`src/rtl/frame_sync_ctrl_pkg.sv`:
```
`default_nettype none
// ============================================================================
//  Module      : frame_sync_ctrl_pkg
//  Description : Shared constants and types for the frame-synchronous scene
//                scheduler: default video timing, coordinate and scene-field
//                widths, the scene payload record and the two FSM encodings.
//  Revision    : 1.0  initial release
// ============================================================================
package frame_sync_ctrl_pkg;

    // Default video timing (lines / pixels)
    localparam int H_ACTIVE_DEF = 800;
    localparam int V_ACTIVE_DEF = 600;
    localparam int V_TOTAL_DEF  = 666;

    // Scene field widths
    localparam int COORD_W   = 11;
    localparam int SQUEEZE_W = 4;
    localparam int TYPE_W    = 2;

    // Scheduler states; ST_FULL doubles as the "pending buffer full" flag
    localparam logic [0:0] ST_ACTIVE = 1'b0;
    localparam logic [0:0] ST_FULL   = 1'b1;

    // One complete scene update as handed over by the game FSM
    typedef struct packed {
        logic [COORD_W-1:0]   x_block1;
        logic [COORD_W-1:0]   x_block2;
        logic [COORD_W-1:0]   x_man;
        logic [COORD_W-1:0]   y_man;
        logic                 en_block1;
        logic                 en_block2;
        logic                 title;
        logic                 gameover;
        logic [SQUEEZE_W-1:0] squeeze_man;
        logic [TYPE_W-1:0]    type_block1;
        logic [TYPE_W-1:0]    type_block2;
    } scene_t;

    // Power-up scene: everything cleared except the title screen
    function automatic scene_t scene_powerup();
        scene_t s;
        s       = '0;
        s.title = 1'b1;
        return s;
    endfunction

endpackage : frame_sync_ctrl_pkg
`default_nettype wire

```
`src/rtl/frame_sync_ctrl_scene_regs.sv`:
```
`default_nettype none
// ============================================================================
//  Module      : frame_sync_ctrl_scene_regs
//  Description : Scene payload register bank with load enable and a
//                parameterised asynchronous reset value. Used both as the
//                pending buffer and as the renderer-facing shadow bank.
//  Ports       : clk     - clock
//                rst     - asynchronous reset, active-high (loads RST_VAL)
//                i_load  - capture i_d on the next clock edge
//                i_d     - scene payload in
//                o_q     - registered scene payload out
//  Revision    : 1.0  initial release
// ============================================================================
module frame_sync_ctrl_scene_regs
    import frame_sync_ctrl_pkg::*;
#(
    parameter scene_t RST_VAL = '0
)(
    input  logic   clk,
    input  logic   rst,
    input  logic   i_load,
    input  scene_t i_d,
    output scene_t o_q
);

    scene_t r_q;

    always_ff @(posedge clk or posedge rst) begin
        if (rst) begin
            r_q <= RST_VAL;
        end else if (i_load) begin
            r_q <= i_d;
        end
    end

    assign o_q = r_q;

endmodule : frame_sync_ctrl_scene_regs
`default_nettype wire

```
`src/rtl/frame_sync_ctrl.sv`:
```
`default_nettype none
// ============================================================================
//  Module      : frame_sync_ctrl
//  Description : Frame-synchronous scheduler between the game FSM and the
//                renderer. One scene update is accepted over a valid/ready
//                handshake into a pending buffer and is committed to the
//                renderer-facing outputs only at vertical-blank entry, so a
//                frame is never drawn from mixed old/new state.
//  Ports       : clk, rst            - clock, asynchronous active-high reset
//                i_y_read            - current scan line from the VGA timing
//                i_upd_valid/o_upd_ready - update handshake
//                i_<field>           - update payload
//                o_<field>           - committed scene state
//                o_frame_tick        - one-cycle pulse after vblank entry
//                o_frame_cnt         - frames since reset (wrapping)
//                o_stall_cnt         - saturating count of stalled cycles
//  Options     : STALL_CNT_EN - when defined, o_stall_cnt counts cycles with
//                i_upd_valid && !o_upd_ready (saturating at 255); otherwise
//                it is tied to zero.
//  Revision    : 1.0  initial release
// ============================================================================
module frame_sync_ctrl
    import frame_sync_ctrl_pkg::*;
#(
    parameter int H_ACTIVE = H_ACTIVE_DEF,
    parameter int V_ACTIVE = V_ACTIVE_DEF,
    parameter int V_TOTAL  = V_TOTAL_DEF,
    parameter int FCNT_W   = 16
)(
    input  logic                 clk,
    input  logic                 rst,
    input  logic [COORD_W-1:0]   i_y_read,
    input  logic                 i_upd_valid,
    output logic                 o_upd_ready,
    input  logic [COORD_W-1:0]   i_x_block1,
    input  logic [COORD_W-1:0]   i_x_block2,
    input  logic [COORD_W-1:0]   i_x_man,
    input  logic [COORD_W-1:0]   i_y_man,
    input  logic                 i_en_block1,
    input  logic                 i_en_block2,
    input  logic                 i_title,
    input  logic                 i_gameover,
    input  logic [SQUEEZE_W-1:0] i_squeeze_man,
    input  logic [TYPE_W-1:0]    i_type_block1,
    input  logic [TYPE_W-1:0]    i_type_block2,
    output logic [COORD_W-1:0]   o_x_block1,
    output logic [COORD_W-1:0]   o_x_block2,
    output logic [COORD_W-1:0]   o_x_man,
    output logic [COORD_W-1:0]   o_y_man,
    output logic                 o_en_block1,
    output logic                 o_en_block2,
    output logic                 o_title,
    output logic                 o_gameover,
    output logic [SQUEEZE_W-1:0] o_squeeze_man,
    output logic [TYPE_W-1:0]    o_type_block1,
    output logic [TYPE_W-1:0]    o_type_block2,
    output logic                 o_frame_tick,
    output logic [FCNT_W-1:0]    o_frame_cnt,
    output logic [7:0]           o_stall_cnt
);

    localparam logic [COORD_W-1:0] C_V_ACTIVE = COORD_W'(V_ACTIVE);
    localparam logic [COORD_W-1:0] C_V_TOTAL  = COORD_W'(V_TOTAL);

    // Reject timing that cannot describe a real frame
    if ((H_ACTIVE <= 0) || (V_ACTIVE <= 0) || (V_TOTAL <= V_ACTIVE) ||
        (V_TOTAL >= (1 << COORD_W))) begin : g_bad_cfg
        $error("frame_sync_ctrl: inconsistent video timing parameters");
    end

    logic [0:0]        r_state;
    logic [0:0]        w_state_nxt;
    logic              r_upd_ready;
    logic              r_vb_d;
    logic              r_frame_tick;
    logic [FCNT_W-1:0] r_frame_cnt;

    logic   w_vb;
    logic   w_vb_entry;
    logic   w_handshake;
    logic   w_load_pend;
    logic   w_commit;
    scene_t w_upd;
    scene_t w_pend;
    scene_t w_shadow;

    // ------------------------------------------------------------------
    // Vertical blank detection. Out-of-range lines (>= V_TOTAL) are
    // treated as blank too, so a glitching y never opens a visible window.
    // ------------------------------------------------------------------
    assign w_vb       = (i_y_read >= C_V_ACTIVE) || (i_y_read >= C_V_TOTAL);
    assign w_vb_entry = w_vb && !r_vb_d;
    assign w_handshake = i_upd_valid && r_upd_ready;

    // ------------------------------------------------------------------
    // Scheduler FSM. ACTIVE = pending empty, FULL = pending holds an
    // update waiting for the next vblank entry.
    // ------------------------------------------------------------------
    always_comb begin
        w_state_nxt = r_state;
        w_load_pend = 1'b0;
        w_commit    = 1'b0;
        case (r_state)
            ST_ACTIVE: begin
                // Also taken on the vblank-entry cycle itself: the update
                // then waits a full frame, never committing mid-entry.
                if (w_handshake) begin
                    w_load_pend = 1'b1;
                    w_state_nxt = ST_FULL;
                end
            end
            ST_FULL: begin
                if (w_vb_entry) begin
                    w_commit    = 1'b1;
                    w_state_nxt = ST_ACTIVE;
                end
            end
            default: begin
                w_state_nxt = ST_ACTIVE;
            end
        endcase
    end

    // vb_d resets high so releasing reset inside blank is not an entry.
    // ready resets low and rises on the first edge after release.
    always_ff @(posedge clk or posedge rst) begin
        if (rst) begin
            r_state      <= ST_ACTIVE;
            r_upd_ready  <= 1'b0;
            r_vb_d       <= 1'b1;
            r_frame_tick <= 1'b0;
            r_frame_cnt  <= '0;
        end else begin
            r_state      <= w_state_nxt;
            r_upd_ready  <= (w_state_nxt == ST_ACTIVE);
            r_vb_d       <= w_vb;
            r_frame_tick <= w_vb_entry;
            if (w_vb_entry) begin
                r_frame_cnt <= r_frame_cnt + FCNT_W'(1);
            end
        end
    end

    // ------------------------------------------------------------------
    // Payload banks: pending (captured on handshake) and shadow
    // (captured from pending on vblank entry).
    // ------------------------------------------------------------------
    always_comb begin
        w_upd             = '0;
        w_upd.x_block1    = i_x_block1;
        w_upd.x_block2    = i_x_block2;
        w_upd.x_man       = i_x_man;
        w_upd.y_man       = i_y_man;
        w_upd.en_block1   = i_en_block1;
        w_upd.en_block2   = i_en_block2;
        w_upd.title       = i_title;
        w_upd.gameover    = i_gameover;
        w_upd.squeeze_man = i_squeeze_man;
        w_upd.type_block1 = i_type_block1;
        w_upd.type_block2 = i_type_block2;
    end

    frame_sync_ctrl_scene_regs #(
        .RST_VAL ('0)
    ) u_pending (
        .clk    (clk),
        .rst    (rst),
        .i_load (w_load_pend),
        .i_d    (w_upd),
        .o_q    (w_pend)
    );

    frame_sync_ctrl_scene_regs #(
        .RST_VAL (scene_powerup())
    ) u_shadow (
        .clk    (clk),
        .rst    (rst),
        .i_load (w_commit),
        .i_d    (w_pend),
        .o_q    (w_shadow)
    );

    assign o_x_block1    = w_shadow.x_block1;
    assign o_x_block2    = w_shadow.x_block2;
    assign o_x_man       = w_shadow.x_man;
    assign o_y_man       = w_shadow.y_man;
    assign o_en_block1   = w_shadow.en_block1;
    assign o_en_block2   = w_shadow.en_block2;
    assign o_title       = w_shadow.title;
    assign o_gameover    = w_shadow.gameover;
    assign o_squeeze_man = w_shadow.squeeze_man;
    assign o_type_block1 = w_shadow.type_block1;
    assign o_type_block2 = w_shadow.type_block2;

    assign o_upd_ready  = r_upd_ready;
    assign o_frame_tick = r_frame_tick;
    assign o_frame_cnt  = r_frame_cnt;

    // ------------------------------------------------------------------
    // Stall statistic
    // ------------------------------------------------------------------
`ifdef STALL_CNT_EN
    logic [7:0] r_stall_cnt;

    always_ff @(posedge clk or posedge rst) begin
        if (rst) begin
            r_stall_cnt <= 8'd0;
        end else if (i_upd_valid && !r_upd_ready && (r_stall_cnt != 8'hFF)) begin
            r_stall_cnt <= r_stall_cnt + 8'd1;
        end
    end

    assign o_stall_cnt = r_stall_cnt;
`else
    assign o_stall_cnt = 8'd0;
`endif

endmodule : frame_sync_ctrl
`default_nettype wire

```
`config.mk`:
```
export PLATFORM = sky130hd
export DESIGN_NAME = frame_sync_ctrl
export DESIGN_NICKNAME = d
export VERILOG_FILES = /design/src/rtl/frame_sync_ctrl_pkg.sv /design/src/rtl/frame_sync_ctrl_scene_regs.sv /design/src/rtl/frame_sync_ctrl.sv
export SDC_FILE = /design/constraint.sdc
export NUM_CORES = 1
export LEC_CHECK = 0
export ABC_AREA = 1
export BUFFER_PORTS_ARGS = -buffer_cell sky130_fd_sc_hd__clkbuf_2
export CELL_PAD_IN_SITES_DETAIL_PLACEMENT = 2
export CELL_PAD_IN_SITES_GLOBAL_PLACEMENT = 2
export CORE_ASPECT_RATIO = 0.6
export CORE_UTILIZATION = 27
export DETAILED_ROUTE_END_ITERATION = 16
export PLACE_DENSITY = 0.79
export SLEW_MARGIN = 20
export SYNTH_ARGS = -nofsm -noshare
export SYNTH_HDL_FRONTEND = slang
export SYNTH_SLANG_ARGS = --single-unit
export TNS_END_PERCENT = 50
```
`constraint.sdc`:
```
create_clock -name clk -period 4.6 [get_ports clk]
set_input_delay 0.46 -clock clk [delete_from_list [all_inputs] [get_ports clk]]
set_output_delay 0.46 -clock clk [all_outputs]
set_load 0.02 [all_outputs]
```
# Word-level counts from Yosys, hierarchy flattened
# Cells that the tools add are included.
[word_totals]
reg_bits = 132
input_bits = 70
output_inout_bits = 82
word_cells = 42
[op_classes]
n_addsub = 1
n_lt_le_gt_ge = 2
n_mux = 6
n_bitwise = 2
reduce_logical = 4
[ops]
columns = ["cell", "count"]
rows = [
  ["$ge A11 B10 Y1 const B", 2],
  ["$add A16 B1 Y16 const B", 1],
  ["$mux W1", 5],
  ["$logic_and A1 B1 Y1", 2],
  ["$not A1 Y1", 2],
  ["$pmux W1 S2", 1],
  ["$logic_not A1 Y1", 1],
  ["$logic_or A1 B1 Y1", 1],
]

# Longest topological paths before layout
[logic_depth]
ltp_word = 6
mapped_depth = 10
mapped_depth_nobuf = 9

# By module
# A second synthesis with hierarchy kept.
[hier_totals]
cells_unflattened = 658
hier_area_um2 = 5570.3
[modules_own_cells]
columns = ["module", "n_inst", "cells_each", "area_per_inst_um2", "seq_area_each_um2"]
rows = [
  ["frame_sync_ctrl_scene_regs at u_shadow", 1, 238, 2155.8, 1402.6],
  ["frame_sync_ctrl_scene_regs at u_pending", 1, 238, 2154.6, 1401.3],
  ["frame_sync_ctrl", 1, 182, 1260.0, 501.7],
]

# Least setup slack after synthesis
# Ideal clock, no wire load.
[synth_timing]
path_type = "reg2reg"
start = "reg r_frame_cnt[1], in the netlist o_frame_cnt[1]"
end = "reg r_frame_cnt[8], in the netlist o_frame_cnt[8]"
setup_time_ns = 0.117
t_arrival_ns = 1.347
t_required_ns = 4.483
setup_slack_ns = 3.137
path_stages_with_launch = 8
path_buffers = 0
period_less_slack_ns = 1.463
path_cell_list = "dfrtp_1 -> ha_1 -> nand2_1 -> nor2_1 -> nand2_1 -> xnor2_1 -> nand2_1 -> nand2_1"
[synth_between]
elab_chain_cells = 1
[synth_lines]
columns = ["element", "line", "rtl"]
rows = [
  ["start: declaration", "frame_sync_ctrl.sv:76", "logic [FCNT_W-1:0] r_frame_cnt;"],
  ["start signal: assignment", "frame_sync_ctrl.sv:139", "r_frame_cnt <= r_frame_cnt + FCNT_W'(1);"],
  ["$add A16 B1 Y16", "frame_sync_ctrl.sv:139", ""],
]
# No other way between the ends.
# A chain may end at the register's enable or synchronous reset.

# Worst setup path after layout
[layout_timing]
start = "reg r_state"
end = "reg u_shadow.r_q, in the netlist u_shadow.o_q[1]"
[layout_between]
elab_chain_cells = 1
[layout_lines]
columns = ["element", "line", "rtl"]
rows = [
  ["start: declaration", "frame_sync_ctrl.sv:71", "logic [0:0] r_state;"],
  ["start signal: assignment", "frame_sync_ctrl.sv:134", "r_state <= w_state_nxt;"],
  ["$mux W1", "frame_sync_ctrl.sv:103", "case (r_state)"],
  ["end signal: assignment", "frame_sync_ctrl_scene_regs.sv:32", "r_q <= i_d;"],
  ["end: declaration", "frame_sync_ctrl_scene_regs.sv:26", "scene_t r_q;"],
]
# No other way between the ends.

==> results.md <==
- Status: finished clean
- Layout fillers: 2,360
- DR DRC count: 0
- Clk buf depth: 2
- Final Slew Violations: 0
- Final clock skew: 13.2 ps
- Synth Cell Area: 5610 sq um
- Synth area leader: dfrtp_1
- Synth top area cells: dfrtp_1 (58%), nand2_1 (25%), nand4_1 (6.7%)
- Critical path endpoint category: flop
- Post-synth EDFFs: 0
- Setup-failing EPs final: 0
- Core area: 20,200 sq um
- CP max stage cell: buf_4
- Post-synth top cells: nand2_1 (366), dfrtp_1 (130), nand4_1 (60)
- CTS tree: yes
- Met1 Use GR: 0.243
- CP max stage delay: 590 ps
- VDD IR-drop max: 0.000238 V
- Synth cell types: 21
- Finished Layout Cells: 1,078
- Number of H-tree branching levels: 4
- Worst-margin pin slew: 891 ps
- Total negative setup slack: 0 ps
- Die Y: 114 um
- Data required, critical path: 4900 ps
- Port bufs: 140
- Mapped Avg Cell Area: 8.44 sq um
- Post-route clock period utilization: 0.504
- Post-CTS sizing: 0
- Slew headroom: 0.406
- Vias: 4,920
- Synthesis-stage register bit count: 132
- Global-route wire length before repair: 28,600 um
- GR peak layer: met2
- Worst skew pair latency: 410 ps
- Die W: 188 um
- Starting Density: 0.278
- Clock sink total: 132
- FFs w/ async S/R, synth: 1.00
- Leakage Power: 3.88 nW
- Largest net degree at the start of global routing: 64
- Synth warn: 0
- Number of global-route vias before repair: 5,187
- Synth top area share: 0.580
- Final min period: 2320 ps
- Worst setup SP type: flop
- PD cells: 661 nW/um^2
- Primary FF master, synth: dfrtp_1
- Layout cell share with drive strength beyond 1: 0.236
- Final Hold Vio Count: 0
- Utilization after layout: 0.353
- Worst Path Max Fanout: 59
- Root buf cell: clkbuf_16
- First DRT Iteration DRCs: 232
- I/O pins: 152
- Final nets: 863
- DR WL/cell: 16.6 um
- Seq/Total Area, Yosys: 0.590
- Count leader, synth: nand2_1
- Worst setup path class: flop to flop
- RSZ-0062 raised after global routing: no
- Post-CTS Setup Bufs: 0
- Worst Hold Class: primary input to async pin
- DP Cell Count: 1,046
- FP Rows: 40
- Area Growth Syn to Fin: 26.9%
- Maxcap violations: 0
- Number of buffers created by CTS: 17
- DIE AREA: 21,400 sq um
- Met3 Use GR: 0.0372
- Avg Vias per Cell: 4.56
- Crit path cell chain: buf_4, nand3_2, buf_4, nand2_1, nand2_1
- Antenna violations before repair: 1
- Register clock-pin slew on the reported worst setup and hold paths: 60 ps
- GP Congestion: 0.706
- Worst EP arrival: 2610 ps
- Met2 usage: 0.273
- # diodes: 0
- Post-route antenna net violation count: 0
- First-pass DRT Iterations: 4
- F_max: 0.431 GHz
- Total grt overflow: 0
- DP HPWL: 11,300 um
- WL final: 17,900 um
- Total Routing Usage GR: 0.174
- Post-Syn Instances: 664
- Number of hold buffers added after CTS: 0
[critical path: cells and delay by family (launching register included)]
kind                   cells  cell delay, ps
and+or+nand+nor            3             770
DFF                        1             340
buffers and inverters      2            1050
[area by class of cell]
type                       count  area, sq um  share of cell area
tap                          273          342              0.0480
clock inverter                14          175              0.0246
inverter                      18         73.8              0.0104
timing repair buffer         148          761               0.107
sequential                   132         3310               0.465
multi-input combinational    475         2020               0.284
clock buffer                  18          439              0.0617
[stage by stage]
| stage | cell area (sq um) | setup WS (ps) | power, mW | hold WS, ps |
|---|---|---|---|---|
| 6_report | 7110 | 2280 | 4.70 | 129 |
| 5_1_grt | 7110 | 2060 | 5.00 | 175 |
| 4_1_cts | 7110 | 2170 | 4.78 | 153 |
| 3_5_place_dp | 6500 | 2140 | 3.31 | 460 |
| 3_3_place_gp | 6500 | 2280 | 3.23 | 454 |
| 2_1_floorplan | 5630 | 617 | 2.76 | 442 |
[kinds of logic after synthesis]
logic type	synth area share
flip-flops	0.590
adder cells (fa/ha/maj)	0.00223
AO/OA/AOI/OAI	0.00670
AND/OR/NAND/NOR	0.332
buffers and inverters	0.0578
XOR/XNOR	0.0109
other	0.000669
[path summary, 6_finish.rpt]
| check | start | to | slack [ps] | cells after the start |
|---|---|---|---|---|
| max in group asynchronous | rst | u_pending.o_q[41] | 3510 | 3 |
| min reg2reg | u_shadow.o_q[31] | u_shadow.o_q[31] | 470 | 2 |
| max | r_state | u_shadow.o_q[1] | 2280 | 5 |
| max reg2reg | r_state | u_shadow.o_q[1] | 2280 | 5 |
| min | rst | u_shadow.o_q[31] | 130 | 2 |
| min in group clk | i_x_man[2] | u_pending.o_q[25] | 250 | 3 |
[power by group]
group          internal [mW]  total, mW  switching, mW  leakage, nW
sequential              1.62       1.91          0.286         1.68
clock                  0.873       1.42          0.548        0.293
combinational          0.407       1.37          0.965         1.91
total                   2.90       4.70           1.80         3.88
[registers in the layout (all words and copies together) (netlist names)]
register,flops
r_state,1
o_upd_ready,1
u_pending.o_q,56
o_frame_tick,1
u_shadow.o_q,56
r_vb_d,1
o_frame_cnt,16
[layer usage]
metal | wire, um | vias up
met2 | 7980 | 107
met5 | 12 | -
li1 | - | 2348
met4 | 188 | 2
met1 | 9030 | 2444
met3 | 639 | 19
[placed cells by master (no fill, tap or decap), types with 2 or more instances in the layout]
| master | instances |
|---|---|
| conb_1 | 8 |
| dfrtp_1 | 129 |
| clkinv_2 | 3 |
| nor2_1 | 17 |
| nand2_2 | 2 |
| o21ai_0 | 4 |
| clkinv_4 | 3 |
| dfstp_2 | 2 |
| xor2_1 | 4 |
| inv_1 | 15 |
| inv_6 | 4 |
| bufinv_16 | 3 |
| nand3_1 | 5 |
| clkbuf_16 | 17 |
| a21oi_1 | 2 |
| nand4_1 | 60 |
| nand2_1 | 365 |
| clkbuf_2 | 140 |
| xnor2_1 | 3 |
| buf_4 | 8 |
| clkinvlp_4 | 3 |
Power figures use the tool's default switching activity.
